==> config.mk <==
export PLATFORM = sky130hd
export DESIGN_NAME = i2s_rx
export DESIGN_NICKNAME = d
export VERILOG_FILES = /design/src/rtl/i2s_rx.sv
export SDC_FILE = /design/constraint.sdc
export NUM_CORES = 1
export LEC_CHECK = 0
export ABC_AREA = 1
export ABC_CLOCK_PERIOD_IN_PS = 5390
export BUFFER_PORTS_ARGS = -buffer_cell sky130_fd_sc_hd__buf_2
export CORE_MARGIN = 10
export CORE_UTILIZATION = 60
export DETAILED_ROUTE_END_ITERATION = 10
export GPL_TIMING_DRIVEN = 0
export HOLD_SLACK_MARGIN = 0.1
export PLACE_DENSITY = 0.78
export SYNTH_ARGS = -nofsm -noshare
export SYNTH_HDL_FRONTEND = slang
export SYNTH_SLANG_ARGS = --single-unit
export TNS_END_PERCENT = 5
==> constraint.sdc <==
create_clock -name i_clk -period 5.39 [get_ports i_clk]
set_input_delay 0.539 -clock i_clk [delete_from_list [all_inputs] [get_ports i_clk]]
set_output_delay 0.539 -clock i_clk [all_outputs]
set_load 0.05 [all_outputs]
==> src/rtl/i2s_rx.sv <==
// I2S receiver: oversamples LRCLK/BCLK/SD in the i_clk domain.
// Deserializes left-justified MSB-first L/R words and queues each
// complete frame in a small FIFO that is drained through a valid/ready port.
module i2s_rx #(
    parameter int SAMPLE_W   = 16,
    parameter int FIFO_DEPTH = 4
) (
    input  logic                          i_clk,
    input  logic                          i_rst_n,
    input  logic                          i_lrclk,
    input  logic                          i_bclk,
    input  logic                          i_sd,
    input  logic                          i_enable,
    output logic                          o_valid,
    input  logic                          i_ready,
    output logic [SAMPLE_W-1:0]           o_left,
    output logic [SAMPLE_W-1:0]           o_right,
    output logic [$clog2(FIFO_DEPTH):0]   o_level,
    output logic                          o_overflow,
    output logic                          o_frame_err,
    input  logic                          i_clr_flags
);

    localparam int CW = $clog2(SAMPLE_W + 1);
    localparam int PW = $clog2(FIFO_DEPTH);
    localparam int LW = PW + 1;
    localparam logic [CW-1:0] FULL_CNT = CW'(SAMPLE_W);
    localparam logic [LW-1:0] DEPTH_L  = LW'(FIFO_DEPTH);

    typedef enum logic [1:0] {S_SYNC, S_LEFT, S_RIGHT} state_t;

    // _p0/_p1: two-flop synchronizer, _p2: previous value for edge detection
    logic lrclk_p0, lrclk_p1, lrclk_p2;
    logic bclk_p0, bclk_p1, bclk_p2;
    logic sd_p0, sd_p1, sd_p2;
    logic [1:0] warm;

    logic lr_rise, lr_fall, lr_edge, bclk_rise;
    logic [SAMPLE_W-1:0] sh;
    logic [CW-1:0]       cnt;
    logic [SAMPLE_W-1:0] closed_word;
    logic [SAMPLE_W-1:0] left_hold;

    state_t state, state_nxt;
    logic push, latch_left, capturing;

    logic [2*SAMPLE_W-1:0] mem [FIFO_DEPTH];
    logic [PW-1:0] wr_ptr, rd_ptr;
    logic          pop, full, push_ok, ovf_set, ferr_set;
    logic [2*SAMPLE_W-1:0] push_word;

    // Synchronize the three external lines with identical delay
    always_ff @(posedge i_clk or negedge i_rst_n) begin
        if (!i_rst_n) begin
            lrclk_p0 <= 1'b0; lrclk_p1 <= 1'b0; lrclk_p2 <= 1'b0;
            bclk_p0  <= 1'b0; bclk_p1  <= 1'b0; bclk_p2  <= 1'b0;
            sd_p0    <= 1'b0; sd_p1    <= 1'b0; sd_p2    <= 1'b0;
        end else begin
            lrclk_p0 <= i_lrclk;  lrclk_p1 <= lrclk_p0; lrclk_p2 <= lrclk_p1;
            bclk_p0  <= i_bclk;   bclk_p1  <= bclk_p0;  bclk_p2  <= bclk_p1;
            sd_p0    <= i_sd;     sd_p1    <= sd_p0;    sd_p2    <= sd_p1;
        end
    end

    // Edge detection is held off until the synchronizer chain holds real
    // input; otherwise a line sitting high at reset release looks like a rise.
    always_ff @(posedge i_clk or negedge i_rst_n) begin
        if (!i_rst_n)       warm <= 2'd0;
        else if (warm != 2'd3) warm <= warm + 2'd1;
    end

    assign lr_rise   = (warm == 2'd3) &  lrclk_p1 & ~lrclk_p2;
    assign lr_fall   = (warm == 2'd3) & ~lrclk_p1 &  lrclk_p2;
    assign lr_edge   = lr_rise | lr_fall;
    assign bclk_rise = (warm == 2'd3) &  bclk_p1 & ~bclk_p2;

    // Short half-frames are left-justified with zero LSBs
    assign closed_word = sh << (FULL_CNT - cnt);

    // Shift SD in MSB first; an LRCLK edge closes the half before a coincident BCLK bit
    always_ff @(posedge i_clk or negedge i_rst_n) begin
        if (!i_rst_n) begin
            sh  <= '0;
            cnt <= '0;
        end else if (lr_edge) begin
            if (bclk_rise) begin
                sh  <= {{(SAMPLE_W-1){1'b0}}, sd_p1};
                cnt <= CW'(1);
            end else begin
                sh  <= '0;
                cnt <= '0;
            end
        end else if (bclk_rise && cnt != FULL_CNT) begin
            sh  <= {sh[SAMPLE_W-2:0], sd_p1};
            cnt <= cnt + CW'(1);
        end
    end

    // FSM state register
    always_ff @(posedge i_clk or negedge i_rst_n) begin
        if (!i_rst_n) state <= S_SYNC;
        else          state <= state_nxt;
    end

    // FSM next state: frames start on an LRCLK rise, disable forces resync
    always_comb begin
        state_nxt = state;
        if (!i_enable) begin
            state_nxt = S_SYNC;
        end else begin
            unique case (state)
                S_SYNC:  if (lr_rise) state_nxt = S_LEFT;
                S_LEFT:  if (lr_fall) state_nxt = S_RIGHT;
                S_RIGHT: if (lr_rise) state_nxt = S_LEFT;
                default: state_nxt = S_SYNC;
            endcase
        end
    end

    // FSM outputs: latch left at LRCLK fall, push the pair at LRCLK rise
    always_comb begin
        push       = 1'b0;
        latch_left = 1'b0;
        capturing  = 1'b0;
        if (i_enable) begin
            unique case (state)
                S_LEFT: begin
                    capturing  = 1'b1;
                    latch_left = lr_fall;
                end
                S_RIGHT: begin
                    capturing = 1'b1;
                    push      = lr_rise;
                end
                default: ;
            endcase
        end
    end

    // Hold the left word until the right half completes
    always_ff @(posedge i_clk) begin
        if (latch_left) left_hold <= closed_word;
    end

    assign push_word = {left_hold, closed_word};
    assign o_valid   = (o_level != '0);
    assign pop       = o_valid & i_ready;
    assign full      = (o_level == DEPTH_L);
    assign push_ok   = push & (~full | pop);
    assign ovf_set   = push & full & ~pop;
    assign ferr_set  = capturing & ((lr_edge & (cnt != FULL_CNT)) |
                                    (bclk_rise & ~lr_edge & (cnt == FULL_CNT)));

    // FIFO storage write
    always_ff @(posedge i_clk) begin
        if (push_ok) mem[wr_ptr] <= push_word;
    end

    // FIFO pointers and occupancy
    always_ff @(posedge i_clk or negedge i_rst_n) begin
        if (!i_rst_n) begin
            wr_ptr  <= '0;
            rd_ptr  <= '0;
            o_level <= '0;
        end else begin
            if (push_ok) wr_ptr <= wr_ptr + PW'(1);
            if (pop)     rd_ptr <= rd_ptr + PW'(1);
            unique case ({push_ok, pop})
                2'b10:   o_level <= o_level + LW'(1);
                2'b01:   o_level <= o_level - LW'(1);
                default: o_level <= o_level;
            endcase
        end
    end

    // Registered head: next stored entry on pop, or the pushed pair into an emptying FIFO
    always_ff @(posedge i_clk or negedge i_rst_n) begin
        if (!i_rst_n) begin
            o_left  <= '0;
            o_right <= '0;
        end else if (pop) begin
            if (o_level > LW'(1))  {o_left, o_right} <= mem[rd_ptr + PW'(1)];
            else if (push_ok)      {o_left, o_right} <= push_word;
        end else if (push_ok && o_level == '0) begin
            {o_left, o_right} <= push_word;
        end
    end

    // Sticky flags; a new error wins over a simultaneous clear
    always_ff @(posedge i_clk or negedge i_rst_n) begin
        if (!i_rst_n) begin
            o_overflow  <= 1'b0;
            o_frame_err <= 1'b0;
        end else begin
            o_overflow  <= ovf_set  | (o_overflow  & ~i_clr_flags);
            o_frame_err <= ferr_set | (o_frame_err & ~i_clr_flags);
        end
    end

endmodule
==> impl_summary.log <==
[metrics] status: completed
[metrics] Final Cycle Share: 53.89%
[metrics] post-synthesis share of cell area spent on xor and xnor gates: less than 1%
[metrics] achievable frequency: 0.3443 GHz
[metrics] horizontal die dimension: between 100 and 150 um
[metrics] TritonCTS clock tree: yes
[metrics] Hold WC Path Type: in -> reg
[metrics] Data required, critical path: 5.58 ns
[metrics] leftover overflow at the end of global routing: 0
[metrics] launching element of the worst setup path: cnt[0]$_DFFE_PN0P_
[metrics] Pleak: 4.770 nW
[metrics] antenna violations before repair: 0
[metrics] I/O pin count: 46
[metrics] per-instance average area after synthesis: 10.18 um2
[metrics] clock buffer count from CTS: 23
[metrics] vias per cell: approximately 5.5
[metrics] vias in the first global route: 6,722
[metrics] number of setup violations in the final report: 0
[metrics] buffer type at the clock tree root: sky130_fd_sc_hd__clkbuf_16
[metrics] H-Tree Depth: 1
[metrics] Worst-Skew Late Latency: 0.51 ns
[metrics] Die Ht: about 150 um
[metrics] area of the core region: 0.01537 mm2
[metrics] post-synth top area cell: sky130_fd_sc_hd__edfxtp_1
[metrics] fraction of layout instances using a drive strength above 1: between 10% and 20%
[metrics] Post-Syn Nets: 955
[metrics] crit path time final: 2.904 ns
[metrics] category of the worst setup path capture point: flip-flop
[metrics] critical path peak fanout: 10
[metrics] vias: around 6.9k
[metrics] share of the synthesized area in the top cell type: 45.53%
[metrics] Sw Pwr: 2.143 mW
[metrics] register area share after synthesis: 65.03%
[metrics] standard-cell row count: 45
[metrics] largest vdd supply drop: 266.5 uV
[metrics] total global routing track utilization: 20.18%
[metrics] Routed Wire Length: 21,980 um
[metrics] largest cells by area after synthesis: sky130_fd_sc_hd__edfxtp_1 (46%), sky130_fd_sc_hd__dfrtp_1 (19%), sky130_fd_sc_hd__nand2_1 (14%)
[metrics] part of the power in the clock network: 28.1%
[metrics] PnR worst setup slack: around 2.5 ns
[metrics] Unique masters post-synth: 30
[metrics] prevailing post-synth register cell: sky130_fd_sc_hd__edfxtp_1
[metrics] area enclosed by the die boundary: 0.02126 mm2
[metrics] global-route wire length before repair: between 30,000 and 40,000 um
[metrics] max-cap violation count: 0
[metrics] area fraction in compound gates after synthesis: 4.545%
[metrics] DRC violation count after routing: 0
[metrics] effective utilization at floorplan: roughly three fifths
[metrics] violation count after the first detailed-routing iteration: 544
[metrics] mux contribution to synthesized area: 0.1186%
[metrics] basic-gate share of the synthesized area counting and, or, nand and nor cells: between 20% and 30%
[metrics] power per unit of standard cell area: 508.6 mW/mm2
[metrics] DP Worst Slack: approximately 2.5 ns
[metrics] launch instance of the worst min-delay path: i_bclk
[metrics] setup total negative slack: 0 ns
[metrics] Resized Gates After CTS: 0
[metrics] worst reg2reg startpoint: cnt[0]$_DFFE_PN0P_
[metrics] switching portion of total power: 38.62%
[metrics] total half-perimeter wirelength after legalization and detailed placement: 15,030 um
[metrics] count of mapped cells out of synthesis: 933
[metrics] largest family of logic cells by synthesized area: simple AND/OR/NAND/NOR gates
[metrics] largest net degree at the start of global routing: 55
[metrics] sequential share of power: 36.9%
[metrics] antenna diode count: 0
[metrics] adder-cell area share of the yosys netlist: around 1.8%
[metrics] Fill cells: 1,072
[metrics] number of clock sinks: 218
[metrics] Max Transition Viols Final: 0
[metrics] number of nets in the layout: around 1.0k
[metrics] placer's final routability congestion estimate: 0.9059
[metrics] final setup skew: 0.01785 ns
[metrics] Syn Std Cell Area: around 0.0095 mm2
[metrics] Arrival @ worst endpoint: 3.10 ns
[metrics] number of warnings printed during yosys synthesis: 0
[metrics] top-count cell post-synth: sky130_fd_sc_hd__nand2_1
[metrics] number of hold-slack violations in the final timing report: 0
[metrics] unrepaired setup endpoints after global routing: false
[metrics] Routed wire per std cell: 17.77 um
[metrics] port bufs: 45
[metrics] Post-DRT Antenna Nets: 0
[metrics] clock slew at the register clock pins of the worst setup and hold paths: 0.06 ns
[metrics] Tightest Pin Transition: 0.7400 ns
[metrics] number of synthesized flops with an enable pin: 144
[metrics] cell types with the highest counts after synthesis: sky130_fd_sc_hd__nand2_1 (343), sky130_fd_sc_hd__edfxtp_1 (144), sky130_fd_sc_hd__nand3_1 (81), sky130_fd_sc_hd__dfrtp_1 (74), sky130_fd_sc_hd__nor2_1 (55)
[metrics] category of the critical setup timing path: reg -> reg
[metrics] Internal Pwr Total: 3.406 mW
[metrics] number of detailed-routing iterations run before antenna repair: 5
[metrics] relative max-transition margin: 50.29%
[metrics] area growth from synthesis to layout: 14.90%
[metrics] maximum buffer depth of the clock tree: 3
[metrics] Combinational Power Share: between 30% and 40%
[metrics] Critical Path Start Type: flip-flop
[metrics] register bit total from synthesis: 218
[metrics] FFs w/ async S/R, synth: 33.94%
metal layers:
metal | vias to the layer above | wire [um] | global-route usage, %
met5 | - | 0 | 0
met4 | 0 | 572 | 6.673
met3 | 46 | 1704 | 3.508
met2 | 306 | 10890 | 34.26
met1 | 3233 | 8810 | 25.60
li1 | 3265 | - | -
power groups by stage:
| stage | Clock (mW) | Sequential [mW] | Combinational [mW] |
|---|---|---|---|
| final | 1.56 | 2.05 | 1.94 |
| after global routing | 1.65 | 2.07 | 2.12 |
| after CTS | 1.58 | 2.05 | 1.95 |
| after detailed placement | 0 | 2.07 | 1.94 |
| after global placement | 0 | 2.07 | 1.88 |
| after floorplan | 0 | 2.46 | 0.988 |
final timing paths:
path                                                end  slack (ns)  depth (start not counted)
min in group asynchronous         o_left[7]$_DFFE_PN0P_        0.47                          2
worst max register to register      mem[0][3]$_DFFE_PP_        2.49                         12
max in group asynchronous       o_right[14]$_DFFE_PN0P_        4.33                          3
worst min-delay path                  bclk_p0$_DFF_PN0_        0.15                          1
worst min register to register       lrclk_p1$_DFF_PN0_        0.35                          0
worst max-delay path                mem[0][3]$_DFFE_PP_        2.49                         12
registers in the layout, indices dropped and copies added (netlist names), 2 cells and up:
signal     count
wr_ptr         2
o_left        16
o_right       16
left_hold     16
rd_ptr         2
state          2
warm           2
o_level        3
sh            16
mem          128
cnt            5
cell type report:
class | count | area [um2] | area share, %
multi-input combinational | 614 | 2879 | 26.38
tap | 211 | 264.0 | 2.419
clock buffer | 33 | 664.4 | 6.089
timing repair buffer | 52 | 367.9 | 3.371
inverter | 63 | 236.5 | 2.167
buffer | 38 | 235.2 | 2.156
sequential | 218 | 6176 | 56.60
clock inverter | 8 | 88.84 | 0.8141
stage by stage:
stage	power (mW)	hold WS [ns]	util [%]	std cells	area, um2
after floorplan	3.452	0.2434	-	933	9497
after global placement	3.956	0.3331	64.97	1189	9986
after detailed placement	4.009	0.3434	66.02	1195	10150
after CTS	5.575	0.1325	70.99	1237	10910
after global routing	5.841	0.1291	70.99	1237	10910
final	5.550	0.1472	70.99	1237	10910
placed cells by master (no fill, tap or decap), types with 2 or more instances in the layout:
| cell type | Yosys | layout |
|---|---|---|
| sky130_fd_sc_hd__a21oi_1 | 17 | 17 |
| sky130_fd_sc_hd__dfrtp_1 | 74 | 74 |
| sky130_fd_sc_hd__buf_16 | 0 | 3 |
| sky130_fd_sc_hd__buf_4 | 8 | 10 |
| sky130_fd_sc_hd__buf_12 | 0 | 2 |
| sky130_fd_sc_hd__inv_1 | 49 | 49 |
| sky130_fd_sc_hd__nor2_4 | 3 | 7 |
| sky130_fd_sc_hd__nand3_1 | 81 | 81 |
| sky130_fd_sc_hd__o21ai_0 | 19 | 19 |
| sky130_fd_sc_hd__clkbuf_1 | 5 | 11 |
| sky130_fd_sc_hd__clkbuf_8 | 0 | 3 |
| sky130_fd_sc_hd__clkinv_1 | 2 | 6 |
| sky130_fd_sc_hd__bufinv_16 | 0 | 2 |
| sky130_fd_sc_hd__inv_2 | 12 | 12 |
| sky130_fd_sc_hd__o21ai_1 | 5 | 5 |
| sky130_fd_sc_hd__clkbuf_16 | 0 | 24 |
| sky130_fd_sc_hd__o22ai_1 | 18 | 18 |
| sky130_fd_sc_hd__buf_6 | 5 | 5 |
| sky130_fd_sc_hd__a22o_1 | 12 | 12 |
| sky130_fd_sc_hd__buf_2 | 20 | 64 |
| sky130_fd_sc_hd__nand2_2 | 7 | 7 |
| sky130_fd_sc_hd__nor2_1 | 55 | 51 |
| sky130_fd_sc_hd__nor3_1 | 4 | 4 |
| sky130_fd_sc_hd__xor2_1 | 5 | 5 |
| sky130_fd_sc_hd__nand2_1 | 343 | 343 |
| sky130_fd_sc_hd__ha_1 | 14 | 14 |
| sky130_fd_sc_hd__edfxtp_1 | 144 | 144 |
| sky130_fd_sc_hd__nand4_1 | 14 | 14 |
| sky130_fd_sc_hd__nor2_2 | 11 | 11 |
timing repair:
item / in CTS / in global routing
setup buffers: 0 / 0
hold endpoints to repair: 20 / 0
hold buffers: 1 / 0
endpoints found under the setup margin: 0 / 0
cell families after synthesis:
group | count (synthesis)
AO/OA/AOI/OAI | 72
adder cells (fa/ha/maj) | 14
XOR/XNOR | 6
multiplexers | 1
AND/OR/NAND/NOR | 521
buffers and inverters | 101
flip-flops | 218
critical path: stages, from the launching register on:
cell,delay [ns]
sky130_fd_sc_hd__dfrtp_1,0.38
sky130_fd_sc_hd__buf_4,0.17
sky130_fd_sc_hd__inv_2,0.07
sky130_fd_sc_hd__buf_4,0.17
sky130_fd_sc_hd__buf_6,0.15
sky130_fd_sc_hd__ha_1,0.16
sky130_fd_sc_hd__nand2_1,0.07
sky130_fd_sc_hd__nor2_1,0.10
sky130_fd_sc_hd__ha_1,0.28
sky130_fd_sc_hd__nor2_4,0.21
sky130_fd_sc_hd__buf_4,0.20
sky130_fd_sc_hd__inv_1,0.07
sky130_fd_sc_hd__nor3_1,0.57
Note: power is estimated with default switching activity, not from simulation.
